==> config.mk <==
export PLATFORM = sky130hd
export DESIGN_NAME = spi_slave_regfile_flat
export DESIGN_NICKNAME = d
export VERILOG_FILES = /design/src/rtl/spi_slave_regfile_if.sv /design/src/rtl/spi_slave_regfile.sv /design/src/flat_wrapper.sv
export SDC_FILE = /design/constraint.sdc
export NUM_CORES = 1
export LEC_CHECK = 0
export ABC_AREA = 1
export CAP_MARGIN = 20
export CORE_ASPECT_RATIO = 0.7
export CORE_MARGIN = 4
export CORE_UTILIZATION = 45
export CTS_CLUSTER_DIAMETER = 30
export CTS_CLUSTER_SIZE = 28
export DETAILED_ROUTE_END_ITERATION = 8
export PLACE_DENSITY = 0.71
export REMOVE_ABC_BUFFERS = 1
export SKIP_CTS_REPAIR_TIMING = 1
export SYNTH_ARGS = -nofsm -noshare
export SYNTH_HDL_FRONTEND = slang
export SYNTH_SLANG_ARGS = --single-unit
==> constraint.sdc <==
create_clock -name BUS_CLK -period 5.4 [get_ports BUS_CLK]
set_input_delay 1.08 -clock BUS_CLK [delete_from_list [all_inputs] [get_ports BUS_CLK]]
set_output_delay 1.08 -clock BUS_CLK [all_outputs]
set_load 0.01 [all_outputs]
==> src/rtl/spi_slave_regfile_if.sv <==
// spi_slave_regfile_if: SPI pins plus register-image/status outputs of the SPI register file
interface spi_slave_regfile_if #(parameter int N_REGS = 16);
  logic                  SCLK;
  logic                  SDI;
  logic                  SEN;
  logic                  SDO;
  logic [8*N_REGS-1:0]   REGS;
  logic                  WR_STROBE;
  logic [6:0]            WR_ADDR;
  logic                  FRAME_ERROR;
  logic                  BUSY;
  modport slave (input SCLK, SDI, SEN, output SDO, REGS, WR_STROBE, WR_ADDR, FRAME_ERROR, BUSY);
  modport master (output SCLK, SDI, SEN, input SDO, REGS, WR_STROBE, WR_ADDR, FRAME_ERROR, BUSY);
endinterface

==> src/rtl/spi_slave_regfile.sv <==
// spi_slave_regfile: oversampled SPI slave with 16-bit R/W frames into an 8-bit register file
// define SPI_SLAVE_READBACK_EN to drive read data on SDO; otherwise SDO is tied low
module spi_slave_regfile #(
  parameter int N_REGS      = 16,
  parameter int SYNC_STAGES = 2
) (
  input logic BUS_CLK,
  input logic BUS_RST,
  spi_slave_regfile_if.slave bus
);
  localparam int AW = N_REGS > 1 ? $clog2(N_REGS) : 1;
  localparam logic [7:0] NR = 8'(N_REGS);
  typedef enum logic [1:0] {IDLE, CMD, DATA, DONE} state_t;
  state_t state, state_nx;
  logic [SYNC_STAGES-1:0] sclk_sy, sdi_sy, sen_sy;
  logic sclk_q, sen_q, sclk_s, sdi_s, sen_s;
  logic sen_rise, sen_fall, rise, fall;
  logic [4:0] cnt;
  logic [15:0] sr;
  logic [7:0] regs [N_REGS];
  logic commit, pend, wr_strobe, frame_error, sdo, busy;
  logic shifting, last, bad_end, extra, clr, st;
  logic [6:0] wr_addr;
  // SEN sync resets high so a frame interrupted by reset is ignored until SEN drops
  always_ff @(posedge BUS_CLK or posedge BUS_RST)
    if (BUS_RST) begin
      sclk_sy <= '0;
      sdi_sy  <= '0;
      sen_sy  <= '1;
      sclk_q  <= 1'b0;
      sen_q   <= 1'b1;
    end else begin
      sclk_sy <= {sclk_sy[SYNC_STAGES-2:0], bus.SCLK};
      sdi_sy  <= {sdi_sy[SYNC_STAGES-2:0], bus.SDI};
      sen_sy  <= {sen_sy[SYNC_STAGES-2:0], bus.SEN};
      sclk_q  <= sclk_s;
      sen_q   <= sen_s;
    end
  assign sclk_s   = sclk_sy[SYNC_STAGES-1];
  assign sdi_s    = sdi_sy[SYNC_STAGES-1];
  assign sen_s    = sen_sy[SYNC_STAGES-1];
  assign sen_rise = sen_s & ~sen_q;
  assign sen_fall = ~sen_s & sen_q;
  assign rise     = sen_s & sclk_s & ~sclk_q;
  assign fall     = sen_s & ~sclk_s & sclk_q;
  always_ff @(posedge BUS_CLK or posedge BUS_RST)
    if (BUS_RST) state <= IDLE;
    else state <= state_nx;
  always_comb begin
    state_nx = state;
    if (sen_fall) state_nx = IDLE;
    else if (state == IDLE && sen_rise) state_nx = CMD;
    else if (state == CMD && rise && cnt == 5'd7) state_nx = DATA;
    else if (state == DATA && rise && cnt == 5'd15) state_nx = DONE;
  end
  always_comb begin
    busy     = state != IDLE;
    shifting = rise && (state == CMD || state == DATA);
    last     = state == DATA && rise && cnt == 5'd15;
    bad_end  = sen_fall && state != IDLE && cnt != 5'd16;
    extra    = rise && state == DONE;
    clr      = commit && !sr[15] && sr[14:8] == 7'h7f && sr[0];
    st       = commit && !sr[15] && !clr && {1'b0, sr[14:8]} < NR;
  end
  always_ff @(posedge BUS_CLK or posedge BUS_RST)
    if (BUS_RST) begin
      cnt         <= '0;
      sr          <= '0;
      commit      <= 1'b0;
      pend        <= 1'b0;
      wr_strobe   <= 1'b0;
      wr_addr     <= '0;
      frame_error <= 1'b0;
      for (int i = 0; i < N_REGS; i++) regs[i] <= '0;
    end else begin
      cnt         <= state == IDLE ? 5'd0 : shifting ? cnt + 5'd1 : cnt;
      sr          <= shifting ? {sr[14:0], sdi_s} : sr;
      commit      <= last;
      pend        <= st;
      wr_strobe   <= pend;
      wr_addr     <= pend ? sr[14:8] : wr_addr;
      frame_error <= (bad_end || extra) ? 1'b1 : clr ? 1'b0 : frame_error;
      if (st) regs[sr[8+AW-1:8]] <= sr[7:0];
    end
`ifdef SPI_SLAVE_READBACK_EN
  logic [7:0] so, rd;
  assign rd = ({1'b0, sr[6:0]} < NR) ? regs[sr[AW-1:0]] : 8'h00;
  // first data-phase falling edge presents MSB; the next seven shift the rest out
  always_ff @(posedge BUS_CLK or posedge BUS_RST)
    if (BUS_RST) {sdo, so} <= '0;
    else if (fall && state == DATA && cnt == 5'd8 && sr[7]) {sdo, so} <= {rd, 1'b0};
    else if (fall && state == DATA) {sdo, so} <= {so, 1'b0};
    else if (state == IDLE || (fall && state == DONE)) {sdo, so} <= '0;
`else
  assign sdo = 1'b0;
`endif
  for (genvar k = 0; k < N_REGS; k++) assign bus.REGS[8*k +: 8] = regs[k];
  assign bus.SDO         = sdo;
  assign bus.WR_STROBE   = wr_strobe;
  assign bus.WR_ADDR     = wr_addr;
  assign bus.FRAME_ERROR = frame_error;
  assign bus.BUSY        = busy;
endmodule

==> src/flat_wrapper.sv <==
// flat-port wrapper written by rule: the top's interface ports become plain ports
module spi_slave_regfile_flat 
#(
  parameter int N_REGS      = 16,
  parameter int SYNC_STAGES = 2
)
  (BUS_CLK, BUS_RST, bus_SCLK, bus_SDI, bus_SEN, bus_SDO, bus_REGS, bus_WR_STROBE, bus_WR_ADDR, bus_FRAME_ERROR, bus_BUSY);
  spi_slave_regfile_if #(.N_REGS(N_REGS)) bus_i ();
  input logic BUS_CLK;
  input logic BUS_RST;
  input wire logic [$bits(bus_i.SCLK)-1:0] bus_SCLK;
  input wire logic [$bits(bus_i.SDI)-1:0] bus_SDI;
  input wire logic [$bits(bus_i.SEN)-1:0] bus_SEN;
  output wire logic [$bits(bus_i.SDO)-1:0] bus_SDO;
  output wire logic [$bits(bus_i.REGS)-1:0] bus_REGS;
  output wire logic [$bits(bus_i.WR_STROBE)-1:0] bus_WR_STROBE;
  output wire logic [$bits(bus_i.WR_ADDR)-1:0] bus_WR_ADDR;
  output wire logic [$bits(bus_i.FRAME_ERROR)-1:0] bus_FRAME_ERROR;
  output wire logic [$bits(bus_i.BUSY)-1:0] bus_BUSY;
  assign bus_i.SCLK = bus_SCLK;
  assign bus_i.SDI = bus_SDI;
  assign bus_i.SEN = bus_SEN;
  assign bus_SDO = bus_i.SDO;
  assign bus_REGS = bus_i.REGS;
  assign bus_WR_STROBE = bus_i.WR_STROBE;
  assign bus_WR_ADDR = bus_i.WR_ADDR;
  assign bus_FRAME_ERROR = bus_i.FRAME_ERROR;
  assign bus_BUSY = bus_i.BUSY;
  spi_slave_regfile #(.N_REGS(N_REGS), .SYNC_STAGES(SYNC_STAGES)) u_core (.BUS_CLK(BUS_CLK), .BUS_RST(BUS_RST), .bus(bus_i));
endmodule
# Word level (Yosys, flattened, before mapping)
# Index checks and enable logic that the tools add are counted.
# Widths: inputs -> output; s select.
[totals] wordCells=83 in_bits=5 out_inout_bits=139 reg_bits=170
[classes] magnitude_cmp=3 addsub=1 mux=11 n_reduce_logical=24 bitwise=8 eq_ne=7
[op_table] op="$bwmux 128" n=1
[op_table] op="$demux 8 s4" n=1
[op_table] op="$logic_and 1x1->1" n=15
[op_table] op="$mux 5" n=2
[op_table] op="$mux 2" n=4
[op_table] op="$mux 8" n=1
[op_table] op="$eq 7x7->1 const B" n=1
[op_table] op="$lt 7x5->1 const B" n=1
[op_table] op="$reduce_bool 2->1" n=3
[op_table] op="$add 5x1->5 const B" n=1
[op_table] op="$eq 5x3->1 const B" n=1
[op_table] op="$eq 5x4->1 const B" n=1
[op_table] op="$ge 5x5->1 const B" n=1
[op_table] op="$lt 5x1->1 const B" n=1
[op_table] op="$ne 5x5->1 const B" n=1
[op_table] op="$not 4->5" n=1
[op_table] op="$and 1x1->1" n=4
[op_table] op="$eq 2x2->1 const B" n=2
[op_table] op="$reduce_bool 4->1" n=1
[op_table] op="$not 1->1" n=3
[op_table] op="$eq 2x1->1 const B" n=1
[op_table] op="$logic_not 1->1" n=2
[op_table] op="$logic_not 2->1" n=1
[op_table] op="$logic_or 1x1->1" n=2
[op_table] op="$mux 1" n=2

# Logic depth before layout (Yosys ltp)
[logic_depth] depth_word=8 ltp_mapped=10 ltp_nobuf=10

# Worst setup path after synthesis
# No wires, ideal clock.
[synth_path] path_kind="register -> output" from="register u_core.state[0]" to="output port bus_BUSY" path_slack_ns=3.513 t_required_ns=4.320 arrival_time_ns=0.807 path_stages_with_launch=4 path_buffers=0 path_cell_list="dfrtp_1 inv_1 ha_1 inv_1"
[synth_between] elab_chain_len=1
[synth_lines] element="start, declared" line="spi_slave_regfile.sv:14" source="state_t state, state_nx;"
[synth_lines] element="start signal, assigned" line="spi_slave_regfile.sv:48" source="else state <= state_nx;"
[synth_lines] element="$reduce_bool 2->1" line="spi_slave_regfile.sv:57" source="busy = state != IDLE;"
[synth_lines] element="end, declared" line="flat_wrapper.sv:19" source="output wire logic [$bits(bus_i.BUSY)-1:0] bus_BUSY;"
# No other way between the ends.

# Worst setup path after layout
# Same ends and word-level chain as after synthesis.

==> impl_summary.txt <==
----------------------------------------------------
[Status]
  Outcome ... finished clean

[Routing]
  First-iteration detailed-routing DRC count ... 373
  Total via count in the routed design ... 4,939
  Number of remaining DRC errors ... 0
  Average routed wire per standard cell ... 17.32 um
  Routed wire length ... 16,680 um
  First-pass iteration count of the detailed router ... 5
  Vias/cell ... 5.129
  Post-route ant nets ... 0

[Global route]
  First-pass GRT wire length ... 27,000 um
  Maximum number of pins on one net before global-route repair ... 103
  Number of global-route vias before repair ... 4,930
  Overall routing resource usage ... 20.86%
  Number of antenna violations at the first check in global routing ... 0
  Final global-route overflow total ... 0

[Layout]
  Most common library cell in the layout ignoring fill and taps ... nand2_1
  Diode count ... 0
  Number of fill cells ... 1,123
  Top library cells by usage in the layout, fill and taps aside ... nand2_1, dfrtp_1, clkdlybuf4s50_1
  Fraction of layout cells with a size suffix above 1 ... 7.891%
  Number of non-filler instances in the completed layout ... 963
  Layout overhead on the synthesized area ... 31.41%
  Post-layout net count ... 772

[Timing]
  Number of endpoints with negative hold slack in the final report ... 0
  Worst clock skew on the final layout ... 11.67 ps
  Final worst path period share ... 55.42%
  Clock period minus final worst setup slack ... 2993 ps
  Normalized max-slew margin ... 37.53%
  Unrepaired setup endpoints after global routing ... no
  Number of max-slew violations in the final report ... 0
  Worst-Margin Slew ... 934.7 ps
  Setup-failing EPs final ... 0
  Highest achievable clock rate ... 334.2 MHz

[Setup path]
  Crit Path Category ... reg -> out
  Worst endpoint required time ... 4320 ps
  Slowest cell delay on critical path ... 590 ps
  Maximum fanout encountered on the critical timing path ... 7
  Buffer and inverter count on the worst path ... 3
  Critical Path Most Common Cell ... inv_1
  Cell type group with the largest total delay on the critical path ... buffers and inverters
  Standard cell with the maximum stage delay on the critical path ... clkdlybuf4s50_1
  Worst Path Arrival ... 1910 ps
  Startpoint type of the worst setup path ... register
  Worst path cell trace ... inv_1, ha_1, inv_1, clkdlybuf4s50_1
  Worst setup EP type ... output port

[Flow run]
  Max Cap Viol ... 0

[Die]
  IO Pins ... 144
  DIE HEIGHT ... 108.8 um
  X dimension of the die ... 152.0 um
  Std cell rows ... 36
  Area of the die ... 16,530 um^2
  Core area ... 14,050 um^2
  Effective utilization at floorplan ... 46.46%

[Placement]
  Buffers added on ports ... 142
  Placed cells ... 931
  Final GP Congestion ... 0.7977
  Sum of net half-perimeters after detailed placement ... 10,920 um

[Synth]
  Cells after Synth ... 627
  Distinct cell type count after synthesis ... 25
  Syn Area/Cell ... 10.41 um^2
  Total standard cell area after synthesis ... 6529 um^2
  Share of synthesized area occupied by flip-flops and latches ... 65.22%
  Yosys warns ... 0
  Flop and latch count out of synthesis ... 170

[Power]
  Total power ... 2.823 mW
  Worst supply voltage drop on vdd ... 0.0002292 V
  Static leakage ... 3.813 nW
  Power density relative to cell area ... 329.1 nW/um^2

[Clock network]
  H-tree Lvls ... 4
  Post-CTS clock slew at the launch and capture registers of the worst setup and hold paths ... 70 ps
  TritonCTS Sinks ... 170
  Buffers from clock root to sink, at most ... 2
  Cts bufs inserted ... 17
  Root buf cell ... clkbuf_16
  TritonCTS clock tree ... built
  Clock network latency to the later pin of the worst-skew pair ... 420 ps

[Hold path]
  HP Class ... reg -> reg

----------------------------------------------------
[final cells by class]
| class | count | area [um^2] | share of cell area [%] |
|---|---|---|---|
| clock buffer | 22 | 484.2 | 5.644 |
| clock inverter | 10 | 140.1 | 1.633 |
| inverter | 29 | 113.9 | 1.327 |
| multi-input combinational | 398 | 1909 | 22.25 |
| sequential | 170 | 4258 | 49.63 |
| tap | 190 | 237.7 | 2.771 |
| timing repair buffer | 144 | 1436 | 16.74 |
[synth_stat cells]
library cell | number | area (um^2)
a31oi_1 | 1 | 6.260
nor3_1 | 1 | 5.000
conb_1 | 1 | 3.750
ha_1 | 7 | 87.58
inv_1 | 29 | 108.9
buf_12 | 1 | 20.02
nand3_2 | 1 | 10.01
nand2_4 | 9 | 101.4
nand4_1 | 3 | 18.77
nand3_1 | 10 | 50.05
o21ai_1 | 60 | 300.3
clkbuf_1 | 12 | 45.04
o21ai_0 | 76 | 380.4
nor2_1 | 31 | 116.4
a21oi_1 | 8 | 40.04
dfrtp_1 | 167 | 4179
nand2_1 | 174 | 653.1
o31ai_1 | 1 | 7.510
o22ai_1 | 1 | 6.260
nor2_2 | 1 | 6.260
nor2_4 | 1 | 11.26
dfstp_2 | 3 | 78.83
buf_4 | 1 | 7.510
o21ai_2 | 12 | 105.1
buf_6 | 16 | 180.2
[state kept, by name, indices dropped and copies added (netlist names), 2 cells and up]
register            flops
u_core.bus.REGS       128
u_core.bus.WR_ADDR      7
u_core.cnt              5
u_core.sclk_sy          2
u_core.sdi_sy           2
u_core.sen_sy           2
u_core.sr              16
u_core.state            2
[cell families (layout without fill, tap and decap cells)]
| logic type | after synthesis | after routing | synth area share, % |
|---|---|---|---|
| AOI/OAI and AO/OA | 159 | 159 | 12.96 |
| adders and majority gates | 7 | 7 | 1.341 |
| and+or+nand+nor | 231 | 231 | 14.89 |
| DFF | 170 | 170 | 65.22 |
| other | 1 | 1 | 0.05744 |
| buffers and inverters | 59 | 205 | 5.538 |
[through the flow]
| step | cell area (um^2) | hold WS [ps] | utilization, % | TNS, ps | worst slack (ps) |
|---|---|---|---|---|---|
| 6_report | 8579 | 352.9 | 61.05 | 0 | 2407 |
| 5_1_grt | 8579 | 366.5 | 61.05 | 0 | 2319 |
| 4_1_cts | 8579 | 355.8 | 61.05 | 0 | 2394 |
| 3_5_place_dp | 7955 | 341.2 | 56.61 | 0 | 2596 |
| 3_3_place_gp | 7955 | 338.1 | 56.61 | 0 | 2646 |
| 2_1_floorplan | 6276 | 331.2 | - | -46510 | -278.5 |
[worst paths after layout]
| check | from | end | slack (ps) | depth (start not counted) |
|---|---|---|---|---|
| worst max-delay path | u_core.state[0]$_DFFE_PP0P_ | bus_BUSY | 2410 | 4 |
| worst min-delay path | u_core.sdi_sy[0]$_DFF_PP0_ | u_core.sdi_sy[1]$_DFF_PP0_ | 350 | 0 |
| worst max register to register | u_core.sen_sy[1]$_DFF_PP1_ | u_core.cnt[3]$_DFFE_PP0P_ | 3200 | 6 |
| worst min register to register | u_core.sdi_sy[0]$_DFF_PP0_ | u_core.sdi_sy[1]$_DFF_PP0_ | 350 | 0 |
| max in group asynchronous | BUS_RST | u_core.bus.REGS[94]$_DFFE_PP0P_ | 3090 | 3 |
| min in group asynchronous | BUS_RST | u_core.bus.REGS[113]$_DFFE_PP0P_ | 1220 | 2 |
[layer usage]
layer	track usage [%]	routed length [um]	up-vias
li1	-	-	2303
met1	29.34	7442	2397
met2	31.69	7515	218
met3	6.664	1499	21
met4	5.581	222	0
met5	0	0	-
[power breakdown]
group | leakage (nW) | switching (mW) | internal [mW]
registers | 2.34 | 0.0160 | 1.30
logic | 1.17 | 0.212 | 0.0265
clock network | 0.298 | 0.490 | 0.777
total | 3.81 | 0.717 | 2.11
(Power assumes the default switching activity.)
